<file path="config.mk">
export PLATFORM = sky130hd
export DESIGN_NAME = tile_fetch_seq
export DESIGN_NICKNAME = d
export VERILOG_FILES = /design/src/rtl/tile_fetch_seq.sv
export SDC_FILE = /design/constraint.sdc
export NUM_CORES = 1
export LEC_CHECK = 0
export BUFFER_PORTS_ARGS = -buffer_cell sky130_fd_sc_hd__buf_2
export CAP_MARGIN = 20
export CORE_MARGIN = 4
export CORE_UTILIZATION = 35
export DETAILED_ROUTE_END_ITERATION = 12
export PLACE_DENSITY = 0.66
export SLEW_MARGIN = 5
export SYNTH_ARGS = -nofsm -noshare
export SYNTH_HDL_FRONTEND = slang
export SYNTH_SLANG_ARGS = --single-unit
</file>
<file path="constraint.sdc">
create_clock -name clk -period 6.95 [get_ports clk]
set_clock_uncertainty 0.15 [all_clocks]
set_input_delay 0.695 -clock clk [delete_from_list [all_inputs] [get_ports clk]]
set_output_delay 0.695 -clock clk [all_outputs]
set_load 0.02 [all_outputs]
</file>
<file path="src/rtl/tile_fetch_seq.sv">
// tile_fetch_seq: per-line tile fetcher that reads tile codes from VRAM and plane bytes from ROM.
// It hands the plane bytes to a shifter pair on every 8th pixel.
module tile_fetch_seq #(
   parameter int COLS = 32
) (
   input  logic        clk,
   input  logic        n_clr,
   input  logic        cen,
   input  logic        line_start,
   input  logic [7:0]  vpos,
   output logic [9:0]  vram_addr,
   output logic        vram_rd,
   input  logic [15:0] vram_data,
   output logic [13:0] rom_addr,
   output logic        rom_rd,
   input  logic        rom_ok,
   input  logic [15:0] rom_data,
   output logic [7:0]  d1_out,
   output logic [7:0]  d2_out,
   output logic        shift_ld,
   output logic        sel,
   output logic [3:0]  pal_out,
   output logic        fetch_miss,
   output logic        active
);
   localparam logic [2:0] S_IDLE = 3'd0, S_VREQ = 3'd1, S_VCAP = 3'd2, S_RREQ = 3'd3, S_DONE = 3'd4;
   logic [2:0] st;
   logic [2:0] pix;
   logic [4:0] col;
   logic [7:0] s1, s2;
   logic [3:0] pal_q;
   logic       flip;
   logic       start, load, go, last;
   assign start = line_start & cen;
   assign load = active & (pix == 3'd7) & cen & ~line_start;
   assign go = cen & active & (pix == 3'd0) & ({1'b0, col} < 6'(COLS));
   assign last = col == 5'(COLS - 1);
   assign vram_rd = st == S_VREQ;
   assign rom_rd = st == S_RREQ;
   assign shift_ld = ~load;
   assign sel = flip;
   assign d1_out = st == S_DONE ? s1 : 8'h00;
   assign d2_out = st == S_DONE ? s2 : 8'h00;
   // Addresses are registered so they read zero in reset and stay stable through each request.
   always_ff @(posedge clk or negedge n_clr) begin
      if (!n_clr) begin
         st <= S_IDLE;
         pix <= 3'd0;
         col <= 5'd0;
         active <= 1'b0;
         vram_addr <= 10'd0;
         rom_addr <= 14'd0;
         s1 <= 8'h00;
         s2 <= 8'h00;
         pal_q <= 4'h0;
         flip <= 1'b0;
         pal_out <= 4'h0;
         fetch_miss <= 1'b0;
      end else begin
         fetch_miss <= load && st != S_DONE;
         if (start) begin
            active <= 1'b1;
            pix <= 3'd0;
            col <= 5'd0;
            st <= S_VREQ;
            vram_addr <= {vpos[7:3], 5'd0};
         end else begin
            if (cen && active) pix <= pix + 3'd1;
            if (load) begin
               col <= col + 5'd1;
               pal_out <= pal_q;
               st <= S_IDLE;
               if (last) active <= 1'b0;
            end else begin
               case (st)
                  S_IDLE: if (go) begin
                     st <= S_VREQ;
                     vram_addr <= {vpos[7:3], col};
                  end
                  S_VREQ: st <= S_VCAP;
                  S_VCAP: begin
                     rom_addr <= {vram_data[10:0], vpos[2:0]};
                     flip <= vram_data[11];
                     pal_q <= vram_data[15:12];
                     st <= S_RREQ;
                  end
                  S_RREQ: if (rom_ok) begin
                     s1 <= rom_data[7:0];
                     s2 <= rom_data[15:8];
                     st <= S_DONE;
                  end
                  default: ;
               endcase
            end
         end
      end
   end
endmodule
</file>
==> results.toml, run 1 <==
[pwr]
power_density_nw_per_um2 = 374
power_leakage_nw = 1.76
vdd_ir_drop_max_v = 0.000209
p_total_mw = 1.33

[cells_and_area]
fin_area_sq_um = 3560
final_util = 0.459
n_antenna_cell = 0
fin_nets = 359
drive_gt1_frac = 0.519
area_growth_pct = 26.5
layoutNonFillerInstCount = 416

[clocking]
postCtsHoldBufs = 0
ctsResizeCount = 0
root_buffer = "clkbuf_8"
cts.sinks = 62
htree_levels = 3
clkTransAtPathRegs_ps = 70
clkLatencyLatePin_ps = 330
post_cts_buffers = 0
cts_tree = "yes"
cts_made_buffers = 9
clockBufferDepth = 2

[worst_setup_path]
worst_ep_arrival_time_ps = 1960
max_stage_delay_ps = 420
worstSetupEndpointType = "output port"
start_kind = "flip-flop"
crit_top_cell = "ha_1"
crit_path_max_fanout = 7
slowest_stage = "or2_2"
crit_chain = "ha_1, ha_1, nand3_2, or2_2, buf_2"
worst-setup-path-type = "reg2out"
worstPathRequired_ps = 6110

[synthesis]
yosys.area_share.adder = 0.0222
synth_compound_area_frac = 0.0893
yosysWarnings = 0
synth-seq-area-share = 0.551
synth_top_family_by_area = "multiplexers"
synth_xor_area_frac = 0.00622
synthCells = 212
synthSimpleGateAreaFrac = 0.106
synth.avg_cell_area_sq_um = 13.3
ys_ff_latch = 62
synth_cell_types = 41
muxShareOfSynthArea = 0.196
synth.net_count = 262
syn_area_sq_um = 2820

[floorplan]
coreArea_sq_um = 7770
dieArea_sq_um = 9550
rows = 32
initial_core_util = 0.363
die_w_um = 97.7
die_y_um = 97.7
ios = 95

[placement]
post-place-ws_ps = 4250
dp_cells = 400
place_area_sq_um = 3380
dp_hpwl_um = 4330
place.gp.congestion = 0.754
portBuffers = 94

[timing]
slew_violations = 0
tns_ps = 0
worst_pin_slew_ps = 829
worst_slack_ps = 4150
hold_ws_ps = 347
hold_violations = 0
clock.fmax_mhz = 357
rsz0062_at_grt = "false"
setup_viol = 0
relSlewSlack = 0.446
min_period_ps = 2800
finalCritPeriodShare = 0.403

[run]
cap_violations = 0

[drt]
wirelength_um = 5930
drt_iter0_drc = 43
avgRoutedWirePerCell_um = 14.3
routed_via_density = 4.87
drc = 0
postRouteAntennaNets = 0
vias = 2027
drt_pass1_iterations = 4

[global_routing]
grt_overflow = 0
grt_pass1_wl_um = 9910
track_usage = 0.132
grt_max_degree = 63
grt_pass1_vias = 2022
antenna_found_initial = 0

[hold_path]
hold_path_class = "reg2reg"

[status]
status = "finished clean"
layout by cell type (no fill, tap or decap), drive strengths merged, types with 3 or more instances in the layout:
cell type  count
inv            4
clkbuf        11
buf           97
a21oi          9
clkinv         3
mux2          44
and2          17
o31ai          5
dfrtp         62
nor2           7
nand3          4
nand4          7
o21a           3
nand2b         3
ha             5
routing by layer:
metal  part of all wire  global-route usage  vias to the layer above
met3              0.072              0.0488                       10
li1                   -                   -                      956
met4              0.019              0.0639                        0
met5                  0                   0                        -
met2               0.46               0.195                       69
met1               0.45               0.171                      992
cells in the mapped netlist, drive strengths merged:
cell,number,share of area
dfrtp,62,0.55
mux2,44,0.19
and2,17,0.038
a21oi,9,0.016
nand4,7,0.016
nor2,7,0.0093
clkbuf,6,0.0080
buf,5,0.016
ha,5,0.022
o31ai,5,0.013
inv,4,0.0053
nand3,4,0.0089
nand2b,3,0.0067
o21a,3,0.0080
a211oi,2,0.014
a21o,2,0.0080
a31oi,2,0.0067
and3,2,0.0044
mux2i,2,0.0071
nor3,2,0.0036
o21ai,2,0.0036
o22ai,2,0.0044
or3,2,0.0044
xor2,2,0.0062
a22o,1,0.0031
a22oi,1,0.0027
a2bb2oi,1,0.0031
a32o,1,0.0036
and4b,1,0.0036
nand2,1,0.0013
nand3b,1,0.0027
nand4b,1,0.0031
nor2b,1,0.0022
o211ai,1,0.0027
or2,1,0.0022
area by class of cell:
type / count / area [sq um]
Inverter: 4 / 15.0
Tap cell: 102 / 128
Timing Repair Buffer: 97 / 500
Multi-Input combinational cell: 135 / 1180
Fill cell: 728 / 4210
Clock inverter: 5 / 33.8
Sequential cell: 62 / 1550
Clock buffer: 11 / 151
cells by family (layout without fill, tap and decap cells):
family | Yosys count | count (layout)
and+or+nand+nor | 50 | 50
xor gates and xnor gates | 2 | 2
AOI/OAI and AO/OA | 32 | 32
muxes | 46 | 46
buffers and inverters | 15 | 117
DFF | 62 | 62
adders and majority gates | 5 | 5
worst max-delay path: cells and delay by family (launching register included):
kind                       cells  cell delay (ps)
DFF                            1              390
adders and majority gates      2              430
buffers and inverters          1              190
and+or+nand+nor                2              620
power breakdown:
group          internal [mW]  switching, mW
logic                  0.234          0.245
registers              0.488         0.0745
clock network          0.148          0.142
final timing paths:
check | start | endpoint | slack (ps) | cells past startpoint
setup / recovery | pix[0] | shift_ld | 4150 | 5
hold / removal | s2[0] | s2[0] | 350 | 1
setup reg to reg | pix[0] | rom_addr[1] | 4300 | 6
hold reg to reg | s2[0] | s2[0] | 350 | 1
max in group asynchronous | n_clr | st[1] | 5760 | 2
min in group asynchronous | n_clr | pix[2] | 370 | 2
sequential cells by signal, indices dropped and copies added (netlist names):
signal	cells
active	1
col	5
fetch_miss	1
pal_out	4
pal_q	4
pix	3
rom_addr	14
s1	8
s2	8
sel	1
st	3
vram_addr	10
Power figures use the tool's default switching activity.
==> inputs of run 2 (changes only) <==
clock period = 2.6 ns   (was 6.95 ns; I/O delays follow)
==> run 2 against run 1 <==
  * Register-to-register slack lost 4000 ps
  * Power grew to 2.8 times the previous value
  * Cell count grew 9.4%
  * Critical path type unchanged
  * Highest routed layer unchanged
==> results.toml, run 2 (same netlist as run 1, synthesis figures left out) <==
[floorplan]
die_w_um = 97.7
ios = 95
die_y_um = 97.7
initial_core_util = 0.363
dieArea_sq_um = 9550
rows = 32
coreArea_sq_um = 7770

[clocking]
clkTransAtPathRegs_ps = 70
ctsResizeCount = 0
post_cts_buffers = 0
cts_tree = "yes"
htree_levels = 3
root_buffer = "clkbuf_8"
cts.sinks = 62
cts_made_buffers = 9
clkLatencyLatePin_ps = 330
clockBufferDepth = 2
postCtsHoldBufs = 32

[timing]
rsz0062_at_grt = "false"
worst_slack_ps = 188
relSlewSlack = 0.486
tns_ps = 0
clock.fmax_mhz = 415
slew_violations = 0
min_period_ps = 2410
hold_violations = 0
finalCritPeriodShare = 0.928
setup_viol = 0
worst_pin_slew_ps = 771

[cells_and_area]
largest_register = "rom_addr"
largest_reg_flops = 14
layout_common_cells = "94 x buf_2, 62 x dfrtp_1, 36 x dlygate4sd3_1, 34 x mux2_2, 17 x and2_1"
drive_gt1_frac = 0.470
layoutNonFillerInstCount = 455
fin_area_sq_um = 3970
area_growth_pct = 41.0
n_antenna_cell = 0
reg_top3 = "rom_addr x14, vram_addr x10"
layout_commonest_cell = "buf_2"
fin_nets = 398

[drt]
dr.max_layer_used = "met4"
wirelength_um = 6440
postRouteAntennaNets = 0
drt_iter0_drc = 57
vias = 2154
drc = 0
routed_via_density = 4.73
wl_met3_um = 363
met1_length_um = 2800
avgRoutedWirePerCell_um = 14.1
wl_met2_um = 3230
drt_pass1_iterations = 4

[status]
status = "finished clean"

[global_routing]
grt_pass1_vias = 2331
track_usage = 0.146
grt_max_degree = 63
grt_pass1_wl_um = 11300
grt_overflow = 0
antenna_found_initial = 0

[worst_setup_path]
worstSetupEndpointType = "output port"
crit_path_max_fanout = 7
worst-setup-path-type = "reg2out"
worst_ep_arrival_time_ps = 2000
start_kind = "flip-flop"
worstPathRequired_ps = 2190
rrSetupSlack_ps = 330

[run]
cap_violations = 0

[placement]
place_area_sq_um = 3400
place.gp.congestion = 0.808
dp_hpwl_um = 4230
dp_cells = 403
post-place-ws_ps = 323
portBuffers = 94

[pwr]
power_leakage_nw = 1.94
power_density_nw_per_um2 = 934
vdd_ir_drop_max_v = 0.000448

[hold_path]
hold_path_class = "in2reg"
-- run 2: worst paths after layout --
check,depth (start not counted),start,to
setup / recovery,5,pix[0],shift_ld
hold / removal,2,rom_data[5],s1[5]
setup reg to reg,6,pix[0],s1[3]
hold reg to reg,1,s2[4],s2[4]
max in group asynchronous,3,n_clr,s2[5]
min in group asynchronous,3,n_clr,vram_addr[8]
-- run 2: layout make-up --
type | count | area, sq um
Clock inverter | 5 | 56.3
Clock buffer | 11 | 151
Inverter | 4 | 15.0
Fill cell | 720 | 3790
Sequential cell | 62 | 1550
Multi-Input combinational cell | 135 | 1180
Timing Repair Buffer | 136 | 888
Tap cell | 102 | 128
-- run 2: metrics by stage --
step	util	total power, mW	hold WS (ps)
final	0.511	3.71	16.2
after global routing	0.511	3.96	0.936
after CTS	0.506	3.75	0.927
after detailed placement	0.438	2.83	323
after global placement	0.438	2.80	325
after floorplan	-	2.43	-186
-- run 2: report_power, final --
group	internal (mW)	total, mW	switching, mW
clock	0.495	0.861	0.367
sequential	1.30	1.50	0.199
combinational	0.679	1.35	0.669
-- run 2: critical path: stages (launching register included) --
cell     delay (ps)
dfrtp_1         390
ha_1            170
ha_1            270
nand3_2         210
or2_2           440
buf_2           190
-- run 2: metal layers --
metal / GRT usage / up-vias
met4: 0.0415 / 0
met5: 0 / -
met3: 0.0546 / 5
met1: 0.180 / 1055
li1: - / 1034
met2: 0.239 / 60
==> inputs of run 3 (changes only) <==
PLACE_DENSITY = 0.68   (was 0.66)
clock period = 1.99 ns   (was 2.6 ns; I/O delays follow)
==> run 3 against run 2 <==
  * The run now ends with setup timing left
  * Clock-buffer cell count down 2
  * Critical path depth up 2
  * Hold slack better by 22 ps
  * Power up 45%
  * Wire length up 14%
==> results.toml, run 3 (same netlist as run 1, synthesis figures left out) <==
[status]
status = "finished, violations left"
violations = "setup timing"

[cells_and_area]
fin_area_sq_um = 4400
num-fill-cells = 662
layout_commonest_cell = "buf_2"
n_antenna_cell = 0
largest_register = "rom_addr"
area_growth_pct = 56.4
multi_input_area_sq_um = 1300
ff_latch_area_sq_um = 1550
largest_reg_flops = 14
layout_common_cells = "77 x buf_2, 60 x dfrtp_1, 41 x dlygate4sd3_1, 35 x mux2_4, 32 x buf_4"
drive_gt1_frac = 0.499
fin_nets = 420
reg_top3 = "rom_addr x14, vram_addr x10"

[timing]
worst_pin_slew_ps = 579
hold_violations = 0
clock.fmax_mhz = 486
tns_ps = -825
min_period_ps = 2060
setup_viol = 26
rsz0062_at_grt = "true"
finalCritPeriodShare = 1.03
slew_violations = 0
relSlewSlack = 0.614
worst_slack_ps = -65.8

[placement]
place.gp.congestion = 0.758
place_area_sq_um = 3560
portBuffers = 94
post-place-ws_ps = -40.3
dp_hpwl_um = 4610

[worst_setup_path]
worst_ep_arrival_time_ps = 2140
worst-setup-path-type = "reg2reg"
worstSetupEndpointType = "flip-flop"
worstPathRequired_ps = 2070
start_kind = "flip-flop"
crit_path_max_fanout = 9
rr_worst_depth = 7

[global_routing]
grt_max_degree = 39
track_usage = 0.149
grt_pass1_vias = 2484
grt_pass1_wl_um = 11600
grt_overflow = 0
antenna_found_initial = 0

[clocking]
cts_tree = "yes"
htree_levels = 3
cts_made_buffers = 9
clockBufferDepth = 2
root_buffer = "clkbuf_8"
clkLatencyLatePin_ps = 340
cts.sinks = 62
clkTransAtPathRegs_ps = 80

[drt]
routed_via_density = 4.78
drt_iter0_drc = 70
avgRoutedWirePerCell_um = 15.4
wirelength_um = 7330
vias = 2281
drc = 0
postRouteAntennaNets = 0
drt_pass1_iterations = 4

[pwr]
power_leakage_nw = 2.14
vdd_ir_drop_max_v = 0.000740
power_density_nw_per_um2 = 1220

[floorplan]
ios = 95
dieArea_sq_um = 9550
initial_core_util = 0.363
coreArea_sq_um = 7770
die_w_um = 97.7
rows = 32
die_y_um = 97.7

[hold_path]
hold_path_class = "in2reg"
hold_depth = 2

[run]
cap_violations = 0
[run 3: changes by cell type in the layout (fill, tap and decap cells not counted), sizes merged]
cell         before  now
clkinv            2    1
buf             100  115
bufinv            1    2
inv               5    7
dlygate4sd3      36   41
[run 3: power breakdown]
group / leakage, nW / internal (mW) / switching, mW
sequential: 0.768 / 1.71 / 0.269
clock: 0.111 / 0.720 / 0.530
combinational: 1.26 / 1.19 / 0.974
[run 3: final timing paths]
kind,startpoint,end,slack (ps)
setup / recovery,pix[1],rom_addr[6],-70
hold / removal,line_start,pix[1],40
setup reg to reg,pix[1],rom_addr[6],-70
hold reg to reg,s1[7],s1[7],350
max in group asynchronous,n_clr,st[2],830
min in group asynchronous,n_clr,rom_addr[0],250
[run 3: metrics by stage]
stage,hold slack (ps),util,power [mW],cells
global placement,73.3,0.459,3.79,414
finish,38.6,0.567,5.39,477
detailed placement,80.9,0.459,3.87,414
global route,49.1,0.567,5.69,477
floorplan,-247,-,3.25,212
CTS,18.9,0.548,5.27,472
[run 3: metal layers]
metal / GRT usage / up-vias / wire (um) / share of wire
met5: 0 / - / 0 / 0
met4: 0.0554 / 0 / 126 / 0.017
met3: 0.0409 / 15 / 452 / 0.062
met2: 0.260 / 81 / 3810 / 0.52
met1: 0.174 / 1107 / 2940 / 0.40
li1: - / 1078 / - / -
[run 3: timing repair]
action / in CTS / in global routing
cloned: 0 / 2
setup buffers: 1 / 3
pin swaps: 2 / 1
endpoints found under the hold margin: 64 / 0
gates resized for setup: 13 / 26
setup endpoints to repair: 20 / 52
hold buffers: 41 / 0
[run 3: area by class of cell]
cell class / count / share of cell area
Sequential cell: 62 / 0.353
Multi-Input combinational cell: 135 / 0.295
Timing Repair Buffer: 158 / 0.268
Tap cell: 102 / 0.0290
Clock buffer: 9 / 0.0281
Clock inverter: 7 / 0.0233
Inverter: 4 / 0.00341
[run 3: critical path, stage by stage (launching register included)]
cell and delay, ps:
dfrtp_1 390, ha_2 200, ha_4 160, a21o_4 220, a211oi_4 200, buf_6 160, clkbuf_16 170, mux2_4 300
